--- src/rtl/lcd_fifo_pkg.sv ---
// Shared constants for the LCD driver FIFO: default geometry and read-mode selectors.
package lcd_fifo_pkg;

    localparam int LCD_FIFO_DATA_WIDTH = 8;
    localparam int LCD_FIFO_ADDR_WIDTH = 2;

    localparam int FIFO_MODE_STD  = 0;
    localparam int FIFO_MODE_FWFT = 1;

endpackage

--- src/rtl/lcd_fifo_ram.sv ---
// DEPTH x DATA_WIDTH storage for the LCD FIFO: synchronous write, asynchronous read.
module lcd_fifo_ram #(
    parameter int DATA_WIDTH = 8,
    parameter int ADDR_WIDTH = 2
) (
    input  logic                  clk,
    input  logic                  we,
    input  logic [ADDR_WIDTH-1:0] waddr,
    input  logic [DATA_WIDTH-1:0] wdata,
    input  logic [ADDR_WIDTH-1:0] raddr,
    output logic [DATA_WIDTH-1:0] rdata
);

    logic [DATA_WIDTH-1:0] mem [1<<ADDR_WIDTH];

    // NOTE: storage is deliberately left out of reset; the pointers and count define which words are valid.
    always_ff @(posedge clk) begin
        if (we) begin
            mem[waddr] <= wdata;
        end
    end

    assign rdata = mem[raddr];

endmodule

--- src/rtl/lcd_sync_fifo.sv ---
// Single-clock FIFO between the LCD host writer and timing engine, with threshold
// flags, sticky error flags, synchronous flush and an optional first-word-fall-through read port.
module lcd_sync_fifo
    import lcd_fifo_pkg::*;
#(
    parameter int DATA_WIDTH = LCD_FIFO_DATA_WIDTH,
    parameter int ADDR_WIDTH = LCD_FIFO_ADDR_WIDTH,
    parameter int DEPTH      = 1 << ADDR_WIDTH,
    parameter int AF_LEVEL   = DEPTH - 1,
    parameter int AE_LEVEL   = 1,
    parameter int FWFT       = FIFO_MODE_STD
) (
    input  logic                  clk,
    input  logic                  reset,
    input  logic [DATA_WIDTH-1:0] data_in,
    input  logic                  wr,
    input  logic                  rd,
    input  logic                  flush,
    input  logic                  clr_err,
    output logic [DATA_WIDTH-1:0] data_out,
    output logic                  empty,
    output logic                  full,
    output logic                  almost_empty,
    output logic                  almost_full,
    output logic                  overflow,
    output logic                  underflow,
    output logic [ADDR_WIDTH:0]   fifo_cnt
);

    localparam int CW = ADDR_WIDTH + 1;
    localparam logic [CW-1:0]         DEPTH_C = CW'(DEPTH);
    localparam logic [CW-1:0]         AF_C    = CW'(AF_LEVEL);
    localparam logic [CW-1:0]         AE_C    = CW'(AE_LEVEL);
    localparam logic [CW-1:0]         CNT_ONE = 1;
    localparam logic [ADDR_WIDTH-1:0] PTR_ONE = 1;

    logic [ADDR_WIDTH-1:0] wr_ptr, rd_ptr;
    logic [CW-1:0]         cnt;
    logic                  rd_acc, wr_acc, ram_we;
    logic                  ovf_evt, unf_evt;
    logic [DATA_WIDTH-1:0] ram_rdata;

    assign empty        = (cnt == '0);
    assign full         = (cnt == DEPTH_C);
    assign almost_full  = (cnt >= AF_C);
    assign almost_empty = (cnt <= AE_C);
    assign fifo_cnt     = cnt;

    // Flush masks both requests, so a flushing cycle neither moves data nor raises an error.
    assign rd_acc  = !flush && rd && !empty;
    assign wr_acc  = !flush && wr && (!full || rd_acc);
    assign ovf_evt = !flush && wr && !wr_acc;
    assign unf_evt = !flush && rd && empty;

    // The RAM has no reset, so a write coinciding with reset assertion is blocked here.
    assign ram_we = wr_acc && reset;

    lcd_fifo_ram #(
        .DATA_WIDTH (DATA_WIDTH),
        .ADDR_WIDTH (ADDR_WIDTH)
    ) u_ram (
        .clk   (clk),
        .we    (ram_we),
        .waddr (wr_ptr),
        .wdata (data_in),
        .raddr (rd_ptr),
        .rdata (ram_rdata)
    );

    // NOTE: sequential state uses non-blocking assignments so every register samples pre-edge values.
    always_ff @(posedge clk or negedge reset) begin
        if (!reset) begin
            wr_ptr <= '0;
            rd_ptr <= '0;
            cnt    <= '0;
        end else if (flush) begin
            wr_ptr <= '0;
            rd_ptr <= '0;
            cnt    <= '0;
        end else begin
            if (wr_acc) wr_ptr <= wr_ptr + PTR_ONE;
            if (rd_acc) rd_ptr <= rd_ptr + PTR_ONE;
            case ({wr_acc, rd_acc})
                2'b10:   cnt <= cnt + CNT_ONE;
                2'b01:   cnt <= cnt - CNT_ONE;
                default: cnt <= cnt;
            endcase
        end
    end

    // A new error in the same cycle as clr_err keeps the flag set.
    always_ff @(posedge clk or negedge reset) begin
        if (!reset) begin
            overflow  <= 1'b0;
            underflow <= 1'b0;
        end else begin
            if (ovf_evt)      overflow <= 1'b1;
            else if (clr_err) overflow <= 1'b0;
            if (unf_evt)      underflow <= 1'b1;
            else if (clr_err) underflow <= 1'b0;
        end
    end

    generate
        if (FWFT == FIFO_MODE_FWFT) begin : g_fwft
            assign data_out = empty ? '0 : ram_rdata;
        end else begin : g_std
            logic [DATA_WIDTH-1:0] dout_q;

            always_ff @(posedge clk or negedge reset) begin
                if (!reset) begin
                    dout_q <= '0;
                end else if (flush) begin
                    dout_q <= '0;
                end else if (rd_acc) begin
                    dout_q <= ram_rdata;
                end
            end

            assign data_out = dout_q;
        end
    endgenerate

endmodule

--- config.mk ---
export PLATFORM = sky130hd
export DESIGN_NAME = lcd_sync_fifo
export DESIGN_NICKNAME = d
export VERILOG_FILES = /design/src/rtl/lcd_fifo_pkg.sv /design/src/rtl/lcd_fifo_ram.sv /design/src/rtl/lcd_sync_fifo.sv
export SDC_FILE = /design/constraint.sdc
export NUM_CORES = 1
export LEC_CHECK = 0
export ABC_AREA = 1
export ABC_CLOCK_PERIOD_IN_PS = 1600
export CAP_MARGIN = 5
export CORE_UTILIZATION = 48
export CTS_BUF_LIST = sky130_fd_sc_hd__clkbuf_4 sky130_fd_sc_hd__clkbuf_8 sky130_fd_sc_hd__clkbuf_16
export DETAILED_ROUTE_END_ITERATION = 16
export PLACE_DENSITY = 0.75
export SYNTH_ARGS = -nofsm -noshare
export SYNTH_HDL_FRONTEND = slang
export SYNTH_SLANG_ARGS = --single-unit
--- constraint.sdc ---
create_clock -name clk -period 1.6 [get_ports clk]
set_input_delay 0.4 -clock clk [delete_from_list [all_inputs] [get_ports clk]]
set_output_delay 0.4 -clock clk [all_outputs]
set_load 0.05 [all_outputs]
Yosys cells after proc, flatten, opt, wreduce, memory -nomap -nowiden
Memories as Yosys holds them, arrays and structs flattened. Index checks and enable logic that the tools add are counted.

Memories: 1. Flip-flop bits (word level): 17. Memory bits (read-only): 0. Latch bits: 0. RAM bits: 32. Bits of input ports: 14.

Memories: u_ram.mem (words 4, bits a word 8, read ports 1, clocked after memory_dff 0, write ports 1, RTL line lcd_fifo_ram.sv:14) `logic [DATA_WIDTH-1:0] mem [1<<ADDR_WIDTH];`.

Order comparisons: 2. Div/mod/pow operators: 0. Reductions and logical operators: 18. $add $sub $neg: 4. Equality and inequality tests: 3. Bitwise gates (word level): 0. $mul: 0. Mux-type cells: 13. Shifts and indexed selects: 0.

Operators by type and width (count): $mux 8 (2); $mux 2 (4); $reduce_bool 2->1 (4); $logic_and 1x1->1 (7); $pmux 3 s2 (1); $mux 1 (5); $add 2x1->2 const B (2); $logic_not 1->1 (4); $add 3x1->3 const B (1); $eq 3x3->1 const B (1); $ge 3x2->1 const B (1); $le 3x1->1 const B (1); $logic_not 3->1 (1); $mux 3 (1); $reduce_bool 3->1 (1); $sub 3x1->3 const B (1); $eq 2x1->1 const B (1); $eq 2x2->1 const B (1); $logic_or 1x1->1 (1).

Longest topological paths before layout
Gate-level depths: netlist (run 1).

Depth in word-level cells: 8. Gate-level depth with buffers: 10. Mapped depth without buffers: 10.

Cells and area by module
Synthesis (run 1) repeated with hierarchy kept, for this count alone.

Cell total of the unflattened synthesis: 230. Area total of the unflattened synthesis: 2267.2 sq um.

By module, submodules not included: lcd_fifo_ram (area each 1387.6 sq um, cells an instance 133, seq. area each 960.9 sq um, times used 1); lcd_sync_fifo (area each 879.6 sq um, cells an instance 97, seq. area each 425.4 sq um, times used 1).

Least setup slack after synthesis (run 1)
OpenSTA, ideal clock, no wires.

Path kind: reg2out. Start: register cnt[0], in the netlist fifo_cnt[0]. End: output port almost_full. Required time: 1200 ps. Cell stages (with the launch flop): 3. Path buffers: 0. Path slack: -782 ps. Arrival: 1982 ps. Cell sequence: dfrtp_1 > inv_1 > o21ai_0.

Word-level cells in the longest chain between the ends: 1.

RTL lines: start, declared (RTL line lcd_sync_fifo.sv:38) `logic [CW-1:0] cnt;`; start signal, assigned (RTL line lcd_sync_fifo.sv:84) `2'b10: cnt <= cnt + CNT_ONE;`; start signal, assigned (RTL line lcd_sync_fifo.sv:85) `2'b01: cnt <= cnt - CNT_ONE;`; start signal, assigned (RTL line lcd_sync_fifo.sv:86) `default: cnt <= cnt;`; $ge 3x2->1 (RTL line lcd_sync_fifo.sv:45) `assign almost_full = (cnt >= AF_C);`; end, declared (RTL line lcd_sync_fifo.sv:24) `output logic almost_full,`.

Every way passes these cells.

Final worst setup path (run 1)
Start: register cnt[0], in the netlist fifo_cnt[0]. End: output port empty.

Word-level cells in the longest chain between the ends: 1.

RTL lines: $logic_not 3->1 (RTL line lcd_sync_fifo.sv:43) `assign empty = (cnt == '0);`; end, declared (RTL line lcd_sync_fifo.sv:21) `output logic empty,`.

Every way passes these cells.

==> results, run 1 <==
- The run finished, with violations left.
- The final reports fail on negative setup slack.
- The die is about 70 um tall.
- In this run the static leakage power is 1.30 nW.
- The proportion of synthesized flip-flops having asynchronous set or reset is 0.347.
- On the critical path the largest part of the delay comes from flip-flops.
- In this run the number of cells on the critical path is 6.
- The number of hold violations in the final report is 0.
- Static timing analysis puts the maximum clock frequency at about 560 MHz.
- The final period utilization is 1.13.
- In this run, synthesis inferred 32 flip-flops with an integrated enable.
- The number of DRC markers after the initial detailed-route iteration is slightly below 100.
- The count of vias placed by the detailed router is approximately 1.6k.
- The beginning of the worst register-to-register path is fifo_cnt[0]$_DFFE_PN0P_.
- The worst clock skew is 10.2 ps.
- The critical path is of the flop to primary output type.
- For this run, global-route usage on met3 was measured as 0.0428.
- The largest individual stage delay along the critical path comes from the cell dfrtp_2.
- The number of global-route vias before repair is around 1.5k.
- The number of placement rows is 23.
- After detailed routing, the number of remaining DRC violations is 0.
- Clock tree synthesis inserted a total of 5 buffers.
- Setup violations remaining at the end of the flow were counted as slightly below 50.
- The area overhead of the layout relative to synthesis is 48.9%.
- In this run the worst setup path begins at fifo_cnt[0]$_DFFE_PN0P_.
- The worst setup slack after placement is -316 ps.
- In this design, the stage delay of the slowest critical-path cell is between 400 and 500 ps.
- In the synthesized netlist the dominant register cell turns out to be edfxtp_1.
- The TritonCTS clock tree is built.
- STA puts the critical path data required time at approximately 1200 ps.
- CTS built an H-tree with a depth of 2.
- The clock sink total is roughly 50.
- The final number of max-transition violations came to 0.
- The count of buffering cells on the critical path with inverters included is 4.
- Counting flops and latches in the post-synthesis netlist gives 49.
- The number of port buffers is 30.
- The area share of the largest cell type after synthesis is 0.448.
- The distinct cell type count after synthesis is 21.
- After synthesis, the mean cell area works out to between 10 and 15 um^2.
- The peak supply drop is 810 uV.
- No sink is reached through more buffers than the 2 on the longest clock path.
- The critical path capture point type is a primary output.
- Buffers inserted to repair hold after CTS numbered 0.
- The slew at the pin closest to its max-slew limit is between 300 and 400 ps.
- Counting every instance in the synthesized netlist gives 200.
- The path class of the tightest hold or removal check is input pin to async pin.
- Walking the worst path, the cells encountered are buf_6, inv_8, ha_4, inv_2, nor2_4, buf_12.
- By count the netlist is led by edfxtp_1 (32), nand2_1 (31), nor2_1 (26).
- The estimated wirelength of the detail-placed design is between 3000 and 4000 um.
- The iteration count of the initial detailed-routing pass is 4.
- For the worst setup path, the data arrival time is ~1400 ps.
- Dividing the detail-routed wire length by the instance count gives between 10 and 15 um.
- Power spread over the standard cell area amounts to approximately 1300 nW/um^2.
- Using the TritonRoute via totals, the vias-per-cell ratio works out to approximately 5.3.
- The routing layer with the top usage in global route is met2.
- The number of antenna violations at the first check in global routing came to 0.
- The final layout contains between 200 and 300 nets.
- After detailed placement, the design holds a cell count of roughly 300.
- The effective utilization at floorplan is 0.518.
- The routed design could run at a clock period as short as between 1500 and 2000 ps.
- The width of the chip is 68.8 um.
- The worst slew margin relative to its limit is 0.794.
- In the post-synthesis netlist, the biggest area contributors are edfxtp_1 (45%), dfrtp_1 (20%), nand2_1 (5.4%), ha_1 (5.3%), o21ai_0 (4.9%).
- The kind of launch point of the worst setup path is a flop.
- During I/O placement, the number of pins put on the boundary was 31.
- The maximum number of pins on one net before global-route repair is 21.
- At the end of routability-driven placement, the weighted congestion stood at between 0.9 and 1.
- The worst-skew pair later-pin latency is 310 ps.
- The clock-pin transition on the worst setup and hold timing paths is roughly 90 ps.
- Setup repair after global routing could not meet its margin everywhere.
- The terminus of the critical flop-to-flop path is fifo_cnt[2]$_DFFE_PN0P_.
- The count of nets left with antenna violations after detail routing is 0.
- Counting every net in the synthesized netlist gives between 200 and 250.
- The core region is ~4100 um^2.
- The maximum net fanout on the critical path is 3.
- The max-capacitance violation count is 0.
- Yosys instantiated no cell more often than edfxtp_1.
- The setup slack of the most critical reg-to-reg path is -130 ps.
- The routed design has between 4000 and 5000 um of wire.
- The setup TNS after final layout is -4290 ps.
- In the global route stage, met1 resource usage came out at 0.297.
- The minimum setup slack in the final design is -200 ps.
- The post-synthesis cell type with the largest combined area is edfxtp_1.
- The total grt overflow is 0.
- The fraction of the yosys area taken by sequential cells is 0.646.
- The met2 routing resource usage after global routing is 0.326.
- The floorplan step defined a die boundary enclosing between 4000 and 5000 um^2.
- The number of antenna diodes in the final layout is 0.
- The length in cells of the worst reg-to-reg path is 13.
- The fraction of final layout cells with drive strength greater than 1 is 0.366.
- The warning count from the yosys run is 0.
- Across every metal layer, demand over resource in global routing totals 0.217.
- The netlist area before placement is roughly 2100 um^2.
- The filler-free cell count of the finished design is 312.
- The tree is rooted in a clkbuf_8.
- The first global-routing pass estimated between 7000 and 8000 um of wire.
==> cell usage in the layout (no fill, tap or decap), types with 4 or more instances in the layout <==
cell,count
o21ai_0,18
ha_4,4
edfxtp_1,32
dfrtp_1,14
clkbuf_8,5
nor2_4,9
nor2_1,19
nand2_1,28
buf_12,16
buf_4,23
clkdlybuf4s50_1,13
buf_6,8
o21ai_2,4
ha_1,5
o22ai_1,9
nand3_2,6
inv_1,16
nand3_1,8
==> how the worst max path moves through the flow <==
stage | end | slack, ps
final | empty | -200
after global routing | empty | -250
after CTS | almost_empty | -200
after detailed placement | u_ram.mem[0][2]$_DFFE_PP_ | -320
after global placement | u_ram.mem[0][0]$_DFFE_PP_ | -300
after floorplan | u_ram.mem[0][0]$_DFFE_PP_ | -130
==> kinds of logic after synthesis <==
logic type | count (synthesis) | share of synthesized area
AND/OR/NAND/NOR | 78 | 0.156
flip-flops | 49 | 0.646
AO/OA/AOI/OAI | 36 | 0.0910
buffers and inverters | 28 | 0.0537
adder cells (fa/ha/maj) | 9 | 0.0525
==> through the flow <==
step | power (mW) | area (um^2) | hold WS [ps] | utilization
CTS | 3.99 | 3090 | 530 | 0.745
finish | 4.08 | 3190 | 519 | 0.771
global route | 4.27 | 3190 | 542 | 0.771
floorplan | 2.40 | 2240 | 104 | -
global placement | 3.07 | 2860 | 545 | 0.690
detailed placement | 3.10 | 2860 | 554 | 0.690
==> where the power goes <==
part	switching (mW)	total, mW	internal [mW]
clock	0.416	0.727	0.310
sequential	0.101	1.55	1.45
combinational	0.970	1.80	0.832
total	1.49	4.08	2.59
==> cell type report <==
class / instances / area, um^2
fill: 246 / 951
inverter: 22 / 108
sequential: 49 / 1390
clock buffer: 5 / 68.8
clock inverter: 3 / 21.3
timing repair buffer: 60 / 713
multi-input combinational: 123 / 830
tap: 50 / 62.6
==> state kept, by name (all words and copies together), names as in the netlist <==
name,cells
u_ram.mem,32
data_out,8
fifo_cnt,3
rd_ptr,2
wr_ptr,2
overflow,1
underflow,1
==> what timing repair did <==
item	in CTS	in global routing
buffers inserted	7	5
pin swaps	7	10
resized for setup	20	20
endpoints found under the hold margin	0	0
endpoints found under the setup margin	7	48
==> per-layer routing <==
| metal | vias to the layer above | part of all wire |
|---|---|---|
| met3 | 11 | 0.065 |
| met2 | 59 | 0.48 |
| met5 | - | 0 |
| li1 | 802 | - |
| met1 | 775 | 0.43 |
| met4 | 0 | 0.027 |
Note: power is estimated with default switching activity, not from simulation.
==> inputs of run 2 (changes only) <==
--- a/config.mk
+++ b/config.mk
@@ -11,6 +11,7 @@
 export CORE_UTILIZATION = 48
 export CTS_BUF_LIST = sky130_fd_sc_hd__clkbuf_4 sky130_fd_sc_hd__clkbuf_8 sky130_fd_sc_hd__clkbuf_16
 export DETAILED_ROUTE_END_ITERATION = 16
+export GPL_TIMING_DRIVEN = 0
 export PLACE_DENSITY = 0.75
 export SYNTH_ARGS = -nofsm -noshare
 export SYNTH_HDL_FRONTEND = slang
==> run 2 against run 1 <==
Against the previous run: the flow still finishes with violations (negative setup slack); cell area is 8.3% lower; combinational power is 22% lower; utilization is 6.4 points lower; fmax is 0.82% lower; cell count is 1.9% lower; critical path type unchanged; worst hold slack worse by 390 ps; setup slack worse by 15 ps; non-clock buffer count is 6 lower; register-to-register slack better by 20 ps; routed wire length is 5.5% higher; highest routed layer unchanged; sequential share of layout area is 4.0 points higher.
==> results, run 2 (synthesis gave the netlist of run 1 again) <==
- The class of the tightest hold or removal check is input pin to async pin (unchanged).
- The area inside the core boundary is 4140 um^2 (unchanged).
- The proportion of power drawn by flip-flops and latches was 0.419 (was 0.380).
- The number of port buffers is 30 (unchanged).
- The clock sink total is 49 (unchanged).
- The highest-delay cell along the critical path is dfrtp_2 (unchanged).
- The relative contribution of combinational cells to total power is 0.382 (was 0.442).
- The cell type group with the largest total delay on the critical path is flip-flops (unchanged).
- The length in cells of the worst reg-to-reg path was 9 (was 13).
- The global-route wire length before repair was 7140 um (was 7090 um).
- The register name with the most flops is u_ram.mem (unchanged).
- The number of H-tree branching levels is 2 (unchanged).
- The switching fraction of total power is 0.380 (was 0.364).
- The via-per-instance ratio is 5.49 (was 5.28).
- The number of nets in the layout is 278 (was 284).
- Violations in the final reports: negative setup slack (unchanged).
- The net load switching power is 1.40 mW (was 1.49 mW).
- The width of the chip is 68.8 um (unchanged).
- The area after detailed placement is 2610 um^2 (was 2860 um^2).
- The count of vias placed by the detailed router came to 1679 (was 1647).
- The floorplan die area is 4740 um^2 (unchanged).
- Most frequent cells in the layout: edfxtp_1 (32), nand2_1 (28), o21ai_0 (19) (was edfxtp_1 (32), nand2_1 (28), buf_4 (23)).
- The TritonCTS clock tree was built (unchanged).
- The peak supply drop is 635 uV (was 810 uV).
- The clock-pin transition on the worst setup and hold timing paths is 90 ps (about the same).
- The global-route usage over all layers is 0.215 (was 0.217).
- The area used by sequential logic in the layout is 1390 um^2 (unchanged).
- The max-capacitance violation count is 0 (unchanged).
- The critical path class is flop to primary output (unchanged).
- The placer's final routability congestion estimate is 0.786 (was 0.903).
- The maximum cell stage delay along the critical path is 460 ps (was 450 ps).
- The number of global-route vias before repair is 1574 (was 1471).
- The total I/O pin count is 31 (unchanged).
- The maximum net fanout on the critical path came to 5 (was 3).
- The number of diodes added for antenna fixing is 0 (unchanged).
- The count of buffering cells on the critical path with inverters included was 4 (unchanged).
- The total grt overflow is 0 (unchanged).
- The number of hold-repair buffers added at the cts stage is 0 (unchanged).
- The number of stages on the worst setup path is 6 (unchanged).
- The area overhead of the layout relative to synthesis is 36.5% (was 48.9%).
- The iteration count of the initial detailed-routing pass is 4 (unchanged).
- The clock tree buffer depth came to 2 (unchanged).
- RSZ-0062 raised after global routing: true (unchanged).
- The final period utilization is 1.13 (about the same).
- The maximum number of pins on one net before global-route repair is 19 (was 21).
- The number of antenna violations at the first check in global routing is 0 (unchanged).
- Cell Chain, Critical Path: buf_6, inv_8, ha_4, inv_2, nor2_4, buf_8 (was buf_6, inv_8, ha_4, inv_2, nor2_4, buf_12).
- The shortest clock period the worst path allows after layout is 1810 ps (was 1800 ps).
- The worst clock skew is 7.07 ps (was 10.2 ps).
- The average wire length per cell after detail routing was 16.1 um (was 15.0 um).
- The internal cell power was 2.29 mW (was 2.59 mW).
- The flip-flop count of the largest register after layout is 32 (unchanged).
- The number of failing setup endpoints in the final timing report is 43 (was 49).
- The number of DRC markers after the initial detailed-route iteration is 156 (was 99).
- The worst hold slack after final layout came to 134 ps (was 519 ps).
- The fmax was 551 MHz (was 556 MHz).
- The TritonCTS buffer count is 5 (unchanged).
- The clock power share came to 0.200 (was 0.178).
- The final number of max-transition violations is 0 (unchanged).
- The total leakage power is 1.22 nW (was 1.30 nW).
- The kind of launch point of the worst setup path is a flop (unchanged).
- The count of fill cells added during filler insertion is 289 (was 246).
- The minimum setup slack in the final design is -215 ps (was -200 ps).
- The fraction of final layout cells with drive strength greater than 1 was 0.309 (was 0.366).
- The critical path capture point type was a primary output (unchanged).
- The root buffer cell is clkbuf_8 (unchanged).
- The effective utilization at floorplan was 0.518 (unchanged).
- The data required time at the worst endpoint is 1200 ps (about the same).
- The worst-skew pair later-pin latency was 310 ps (about the same).
- The slew at the pin closest to its max-slew limit was 562 ps (was 309 ps).
- The commonest non-fill, non-tap cell in the layout is edfxtp_1 (unchanged).
- The final routed DRC violation total is 0 (unchanged).
- The wire length reported by the detailed router is 4930 um (was 4680 um).
- The number of hold violations in the final report is 0 (unchanged).
- The area occupied by multi-input gates came to 774 um^2 (was 830 um^2).
- The final cell area excluding filler cells was 2930 um^2 (was 3190 um^2).
- The count of nets left with antenna violations after detail routing is 0 (unchanged).
- The worst slew margin relative to its limit is 0.626 (was 0.794).
- The arrival time at the worst endpoint came to 1410 ps (was 1400 ps).
- The floorplan die height is 68.8 um (unchanged).
- The ratio of total power to cell area is 1260 nW/um^2 (was 1280 nW/um^2).
- Outcome: complete, but fails checks (unchanged).
- The number of placement rows was 23 (unchanged).
- The estimated wirelength of the detail-placed design is 2890 um (was 3200 um).
## run 2: cell types whose count changed in the layout (fill, tap and decap cells not counted), moves of 3 or more
| cell | change |
|---|---|
| nand3_2 | -6 |
| clkbuf_2 | +6 |
| nand3_1 | +6 |
| buf_4 | -11 |
| clkdlybuf4s15_2 | +3 |
| buf_12 | -13 |
| clkdlybuf4s15_1 | +4 |
| buf_2 | +3 |
| buf_8 | +3 |
## run 2: power by group through the flow
stage / clock, mW / sequential [mW] / combinational, mW
CTS: 0.753 / 1.55 / 1.28
detailed placement: 0 / 1.57 / 1.20
floorplan: 0 / 1.78 / 0.615
global route: 0.794 / 1.56 / 1.52
finish: 0.738 / 1.55 / 1.41
global placement: 0 / 1.57 / 1.19
## run 2: metrics by stage
step,utilization,TNS [ps],power [mW],instances,setup WS (ps)
after floorplan,-,-4360,2.40,200,-125
after global placement,0.629,-30410,2.76,280,-851
after detailed placement,0.629,-32470,2.78,280,-902
after CTS,0.683,-3170,3.59,298,-225
after global routing,0.706,-7660,3.87,306,-248
final,0.706,-5170,3.70,306,-215
## run 2: timing repair
action,CTS,global route
gates cloned,0,1
resized for setup,70,29
setup endpoints to repair,49,59
endpoints found under the hold margin,0,0
pin swaps,7,6
setup buffers,10,7
## run 2: final timing paths
path / to / slack (ps) / startpoint
min in group clk: data_out[0]$_DFFE_PN0P_ / 520 / data_out[0]$_DFFE_PN0P_
worst max register to register: u_ram.mem[1][6]$_DFFE_PP_ / -110 / fifo_cnt[0]$_DFFE_PN0P_
worst max-delay path: empty / -210 / fifo_cnt[0]$_DFFE_PN0P_
worst min register to register: data_out[0]$_DFFE_PN0P_ / 520 / data_out[0]$_DFFE_PN0P_
worst min-delay path: rd_ptr[1]$_DFFE_PN0P_ / 130 / reset
max in group asynchronous: fifo_cnt[2]$_DFFE_PN0P_ / 1100 / reset
## run 2: per-layer routing
layer / vias up / global-route usage / share of wire
met3: 11 / 0.0411 / 0.060
li1: 792 / - / -
met2: 59 / 0.382 / 0.52
met1: 817 / 0.251 / 0.40
met4: 0 / 0.0893 / 0.018
met5: - / 0 / 0
## run 2: area by class of cell
cell class	instances	share of cell area
Multi-Input combinational cell	123	0.265
Sequential cell	49	0.475
Clock buffer	6	0.0261
Tap cell	50	0.0214
Buffer	6	0.0150
Inverter	22	0.0342
Clock inverter	2	0.00470
Timing Repair Buffer	48	0.159
==> inputs of run 3 (changes only) <==
--- a/config.mk
+++ b/config.mk
@@ -12,7 +12,8 @@
 export CTS_BUF_LIST = sky130_fd_sc_hd__clkbuf_4 sky130_fd_sc_hd__clkbuf_8 sky130_fd_sc_hd__clkbuf_16
 export DETAILED_ROUTE_END_ITERATION = 16
 export GPL_TIMING_DRIVEN = 0
-export PLACE_DENSITY = 0.75
+export PLACE_DENSITY = 0.74
 export SYNTH_ARGS = -nofsm -noshare
 export SYNTH_HDL_FRONTEND = slang
+export SYNTH_HIERARCHICAL = 1
 export SYNTH_SLANG_ARGS = --single-unit
==> run 3 against run 2 <==
Against the previous run: the flow finishes with violations (design-rule violations, negative setup slack); non-clock buffer count fell by 2; via count fell by 0.48%; utilization is 2.2 points lower; register-to-register slack got worse by 90 ps; synthesized cell count is 15% higher; largest cell class unchanged.
==> results, run 3 <==
- The final number of max-transition violations came to 0 (unchanged).
- The relative contribution of combinational cells to total power is 0.420 (was 0.382).
- The post-synthesis cell type with the largest combined area is edfxtp_1 (unchanged).
- The clock sink total is 49 (unchanged).
- The clock tree buffer depth is 2 (unchanged).
- The distinct cell type count after synthesis is 24 (was 21).
- The critical path class is flop to primary output (unchanged).
- The commonest non-fill, non-tap cell in the layout is nand2_1 (was edfxtp_1).
- The final routed DRC violation total is 2 (was 0).
- The area after detailed placement is 2720 um^2 (was 2610 um^2).
- The area overhead of the layout relative to synthesis is 34.2% (was 36.5%).
- The global-route usage over all layers is 0.205 (was 0.215).
- The count of fill cells added during filler insertion is 321 (was 289).
- The minimum setup slack in the final design is -211 ps (was -215 ps).
- The clock power share was 0.203 (was 0.200).
- The multiplexer area fraction after synthesis came to 0 (unchanged).
- The switching fraction of total power was 0.389 (was 0.380).
- The wire length reported by the detailed router came to 4720 um (was 4930 um).
- The most frequent cell after synthesis is nand2_1 (was edfxtp_1).
- The peak supply drop is 762 uV (was 635 uV).
- The number of port buffers is 30 (unchanged).
- The number of nets in the layout is 303 (was 278).
- The width of the chip is 70.7 um (was 68.8 um).
- The final cell area excluding filler cells is 3040 um^2 (was 2930 um^2).
- The average wire length per cell after detail routing is 14.0 um (was 16.1 um).
- The most frequently used flop master after synthesis is edfxtp_1 (unchanged).
- The shortest clock period the worst path allows after layout was 1810 ps (about the same).
- Violations in the final reports: design-rule violations, negative setup slack (was negative setup slack).
- The average footprint of a synthesized cell came to 9.86 um^2 (was 10.7 um^2).
- The proportion of synthesized flip-flops having asynchronous set or reset is 0.347 (unchanged).
- The number of H-tree branching levels came to 2 (unchanged).
- The flip-flop count of the largest register after layout is 32 (unchanged).
- The max-capacitance violation count is 0 (unchanged).
- The iteration count of the initial detailed-routing pass is 12 (was 4).
- The area inside the core boundary is 4440 um^2 (was 4140 um^2).
- The TritonCTS buffer count is 5 (unchanged).
- The worst-skew pair later-pin latency is 300 ps (was 310 ps).
- The clock-pin transition on the worst setup and hold timing paths is 80 ps (was 90 ps).
- The net load switching power is 1.65 mW (was 1.40 mW).
- The number of nets in the synthesized netlist is 249 (was 223).
- The number of global-route vias before repair is 1641 (was 1574).
- The fraction of final layout cells with drive strength greater than 1 came to 0.277 (was 0.309).
- The number of DRC markers after the initial detailed-route iteration is 119 (was 156).
- The total power came to 4.24 mW (was 3.70 mW).
- The number of hold violations in the final report is 0 (unchanged).
- The estimated wirelength of the detail-placed design was 2940 um (was 2890 um).
- The class of the tightest hold or removal check is input pin to async pin (unchanged).
- The netlist area before placement was 2270 um^2 (was 2140 um^2).
- The arrival time at the worst endpoint is 1410 ps (about the same).
- The TritonCTS clock tree is built (unchanged).
- The via-per-instance ratio came to 4.96 (was 5.49).
- The dominant combinational cell family by area after synthesis is simple AND/OR/NAND/NOR gates (unchanged).
- The critical path capture point type is a primary output (unchanged).
- The length in cells of the worst reg-to-reg path is 10 (was 9).
- The worst hold slack after final layout was 120 ps (was 134 ps).
- The maximum net fanout on the critical path was 4 (was 5).
- Leading cell types by total area after synthesis: edfxtp_1 (42%), dfrtp_1 (19%), nand2_1 (9.3%), inv_1 (8.8%), nand3_1 (4.6%) (was edfxtp_1 (45%), dfrtp_1 (20%), nand2_1 (5.4%), ha_1 (5.3%), o21ai_0 (4.9%)).
- The total leakage power came to 1.41 nW (was 1.22 nW).
- The worst setup slack after placement came to -998 ps (was -902 ps).
- The final period utilization is 1.13 (about the same).
- The share of the synthesized netlist area taken by xor and xnor gates is 0 (unchanged).
- The simple-gate area share of the yosys netlist is 0.179 (was 0.156).
- The placer's final routability congestion estimate is 0.847 (was 0.786).
- The ratio of total power to cell area is 1390 nW/um^2 (was 1260 nW/um^2).
- The kind of launch point of the worst setup path is a flop (unchanged).
- The effective utilization at floorplan was 0.510 (was 0.518).
- The number of placement rows is 24 (was 23).
- The filler-free cell count of the finished design was 337 (was 306).
- The share of the core filled with cells is 0.685 (was 0.706).
- The worst clock skew was 6.82 ps (was 7.07 ps).
- The data required time at the worst endpoint was 1200 ps (about the same).
- The slew at the pin closest to its max-slew limit is 503 ps (was 562 ps).
- The register name with the most flops was u_ram/mem (was u_ram.mem).
- The placed cell count came to 312 (was 280).
- The worst slew margin relative to its limit is 0.666 (was 0.626).
- The fraction of the yosys area taken by sequential cells came to 0.611 (was 0.646).
- The proportion of power drawn by flip-flops and latches is 0.378 (was 0.419).
- Commonest cells in the synthesized netlist: nand2_1 (56), inv_1 (53), edfxtp_1 (32) (was edfxtp_1 (32), nand2_1 (31), nor2_1 (26)).
- RSZ-0062 raised after global routing: true (unchanged).
- The number of hold-repair buffers added at the cts stage is 0 (unchanged).
- The count of nets left with antenna violations after detail routing is 0 (unchanged).
- The maximum number of pins on one net before global-route repair was 19 (unchanged).
- The setup TNS after final layout is -6100 ps (was -5170 ps).
- The register bit count reported by yosys is 49 (unchanged).
- The number of failing setup endpoints in the final timing report is 39 (was 43).
- The compound-gate portion of the synthesized area is 0.0679 (was 0.0910).
- The number of antenna violations at the first check in global routing came to 0 (unchanged).
- The total grt overflow is 0 (unchanged).
- The gate count of the mapped netlist is 230 (was 200).
- Most frequent cells in the layout: nand2_1 (54), inv_1 (49), edfxtp_1 (32) (was edfxtp_1 (32), nand2_1 (28), o21ai_0 (19)).
- The number of enable-type register cells in the synthesized netlist is 32 (unchanged).
- The total I/O pin count is 31 (unchanged).
- The global-route wire length before repair is 7720 um (was 7140 um).
- The number of diodes added for antenna fixing is 0 (unchanged).
- The fmax is 552 MHz (was 551 MHz).
- The warning count from the yosys run was 6 (was 0).
- The floorplan die area is 5000 um^2 (was 4740 um^2).
- The internal cell power is 2.59 mW (was 2.29 mW).
- The area share of the largest cell type after synthesis came to 0.424 (was 0.448).
- The root buffer cell is clkbuf_8 (unchanged).
- The count of vias placed by the detailed router is 1671 (was 1679).
- Outcome: complete, but fails checks (unchanged).
- The floorplan die height is 70.7 um (was 68.8 um).
- The adder-cell share of the synthesized area is 0.0276 (was 0.0525).
-- run 3: worst max-delay path, cell delays in order, from the launching register on --
cell	delay (ps)
dfrtp_2	460
ha_4	180
ha_1	160
nor2_1	70
o21ai_1	80
buf_6	160
-- run 3: logic make-up after synthesis --
kind of cell	count (synthesis)
fa+ha+maj	5
simple gates	95
buf+inv	60
compound gates	21
flops	49
-- run 3: power by group through the flow --
stage	sequential [mW]	combinational, mW	clock (mW)
after floorplan	1.91	0.858	0
after global placement	1.62	1.64	0
after detailed placement	1.62	1.66	0
after CTS	1.59	1.74	0.876
after global routing	1.62	1.89	0.929
final	1.60	1.78	0.859
-- run 3: final cells by class --
| type | count | area (um^2) | share of cell area |
|---|---|---|---|
| Sequential cell | 49 | 1390 | 0.457 |
| Multi-Input combinational cell | 121 | 749 | 0.246 |
| Timing Repair Buffer | 47 | 459 | 0.151 |
| Inverter | 55 | 220 | 0.0724 |
| Clock buffer | 6 | 76.3 | 0.0251 |
| Tap cell | 52 | 65.1 | 0.0214 |
| Buffer | 5 | 48.8 | 0.0160 |
| Clock inverter | 2 | 33.8 | 0.0111 |
-- run 3: final timing paths --
kind	start	end	slack, ps
max	fifo_cnt[1]$_DFFE_PN0P_	almost_full	-210
min	reset	underflow$_DFFE_PN0P_	120
max reg2reg	fifo_cnt[1]$_DFFE_PN0P_	u_ram/mem[3][7]$_DFFE_PP_	-200
min reg2reg	data_out[6]$_DFFE_PN0P_	data_out[6]$_DFFE_PN0P_	510
max in group asynchronous	reset	fifo_cnt[1]$_DFFE_PN0P_	1150
min in group clk	data_out[6]$_DFFE_PN0P_	data_out[6]$_DFFE_PN0P_	510
-- run 3: repair_timing --
| item | CTS | global route |
|---|---|---|
| pin swaps | 7 | 8 |
| buffers inserted | 16 | 1 |
| gates resized for setup | 70 | 26 |
| hold endpoints to repair | 0 | 0 |
| gates cloned | 0 | 0 |
| setup endpoints to repair | 49 | 58 |
-- run 3: routing by layer --
| metal | wire length, um | vias up | GRT usage |
|---|---|---|---|
| li1 | - | 838 | - |
| met1 | 2050 | 772 | 0.274 |
| met2 | 2290 | 51 | 0.323 |
| met3 | 269 | 10 | 0.0399 |
| met4 | 112 | 0 | 0.102 |
| met5 | 0 | - | 0 |
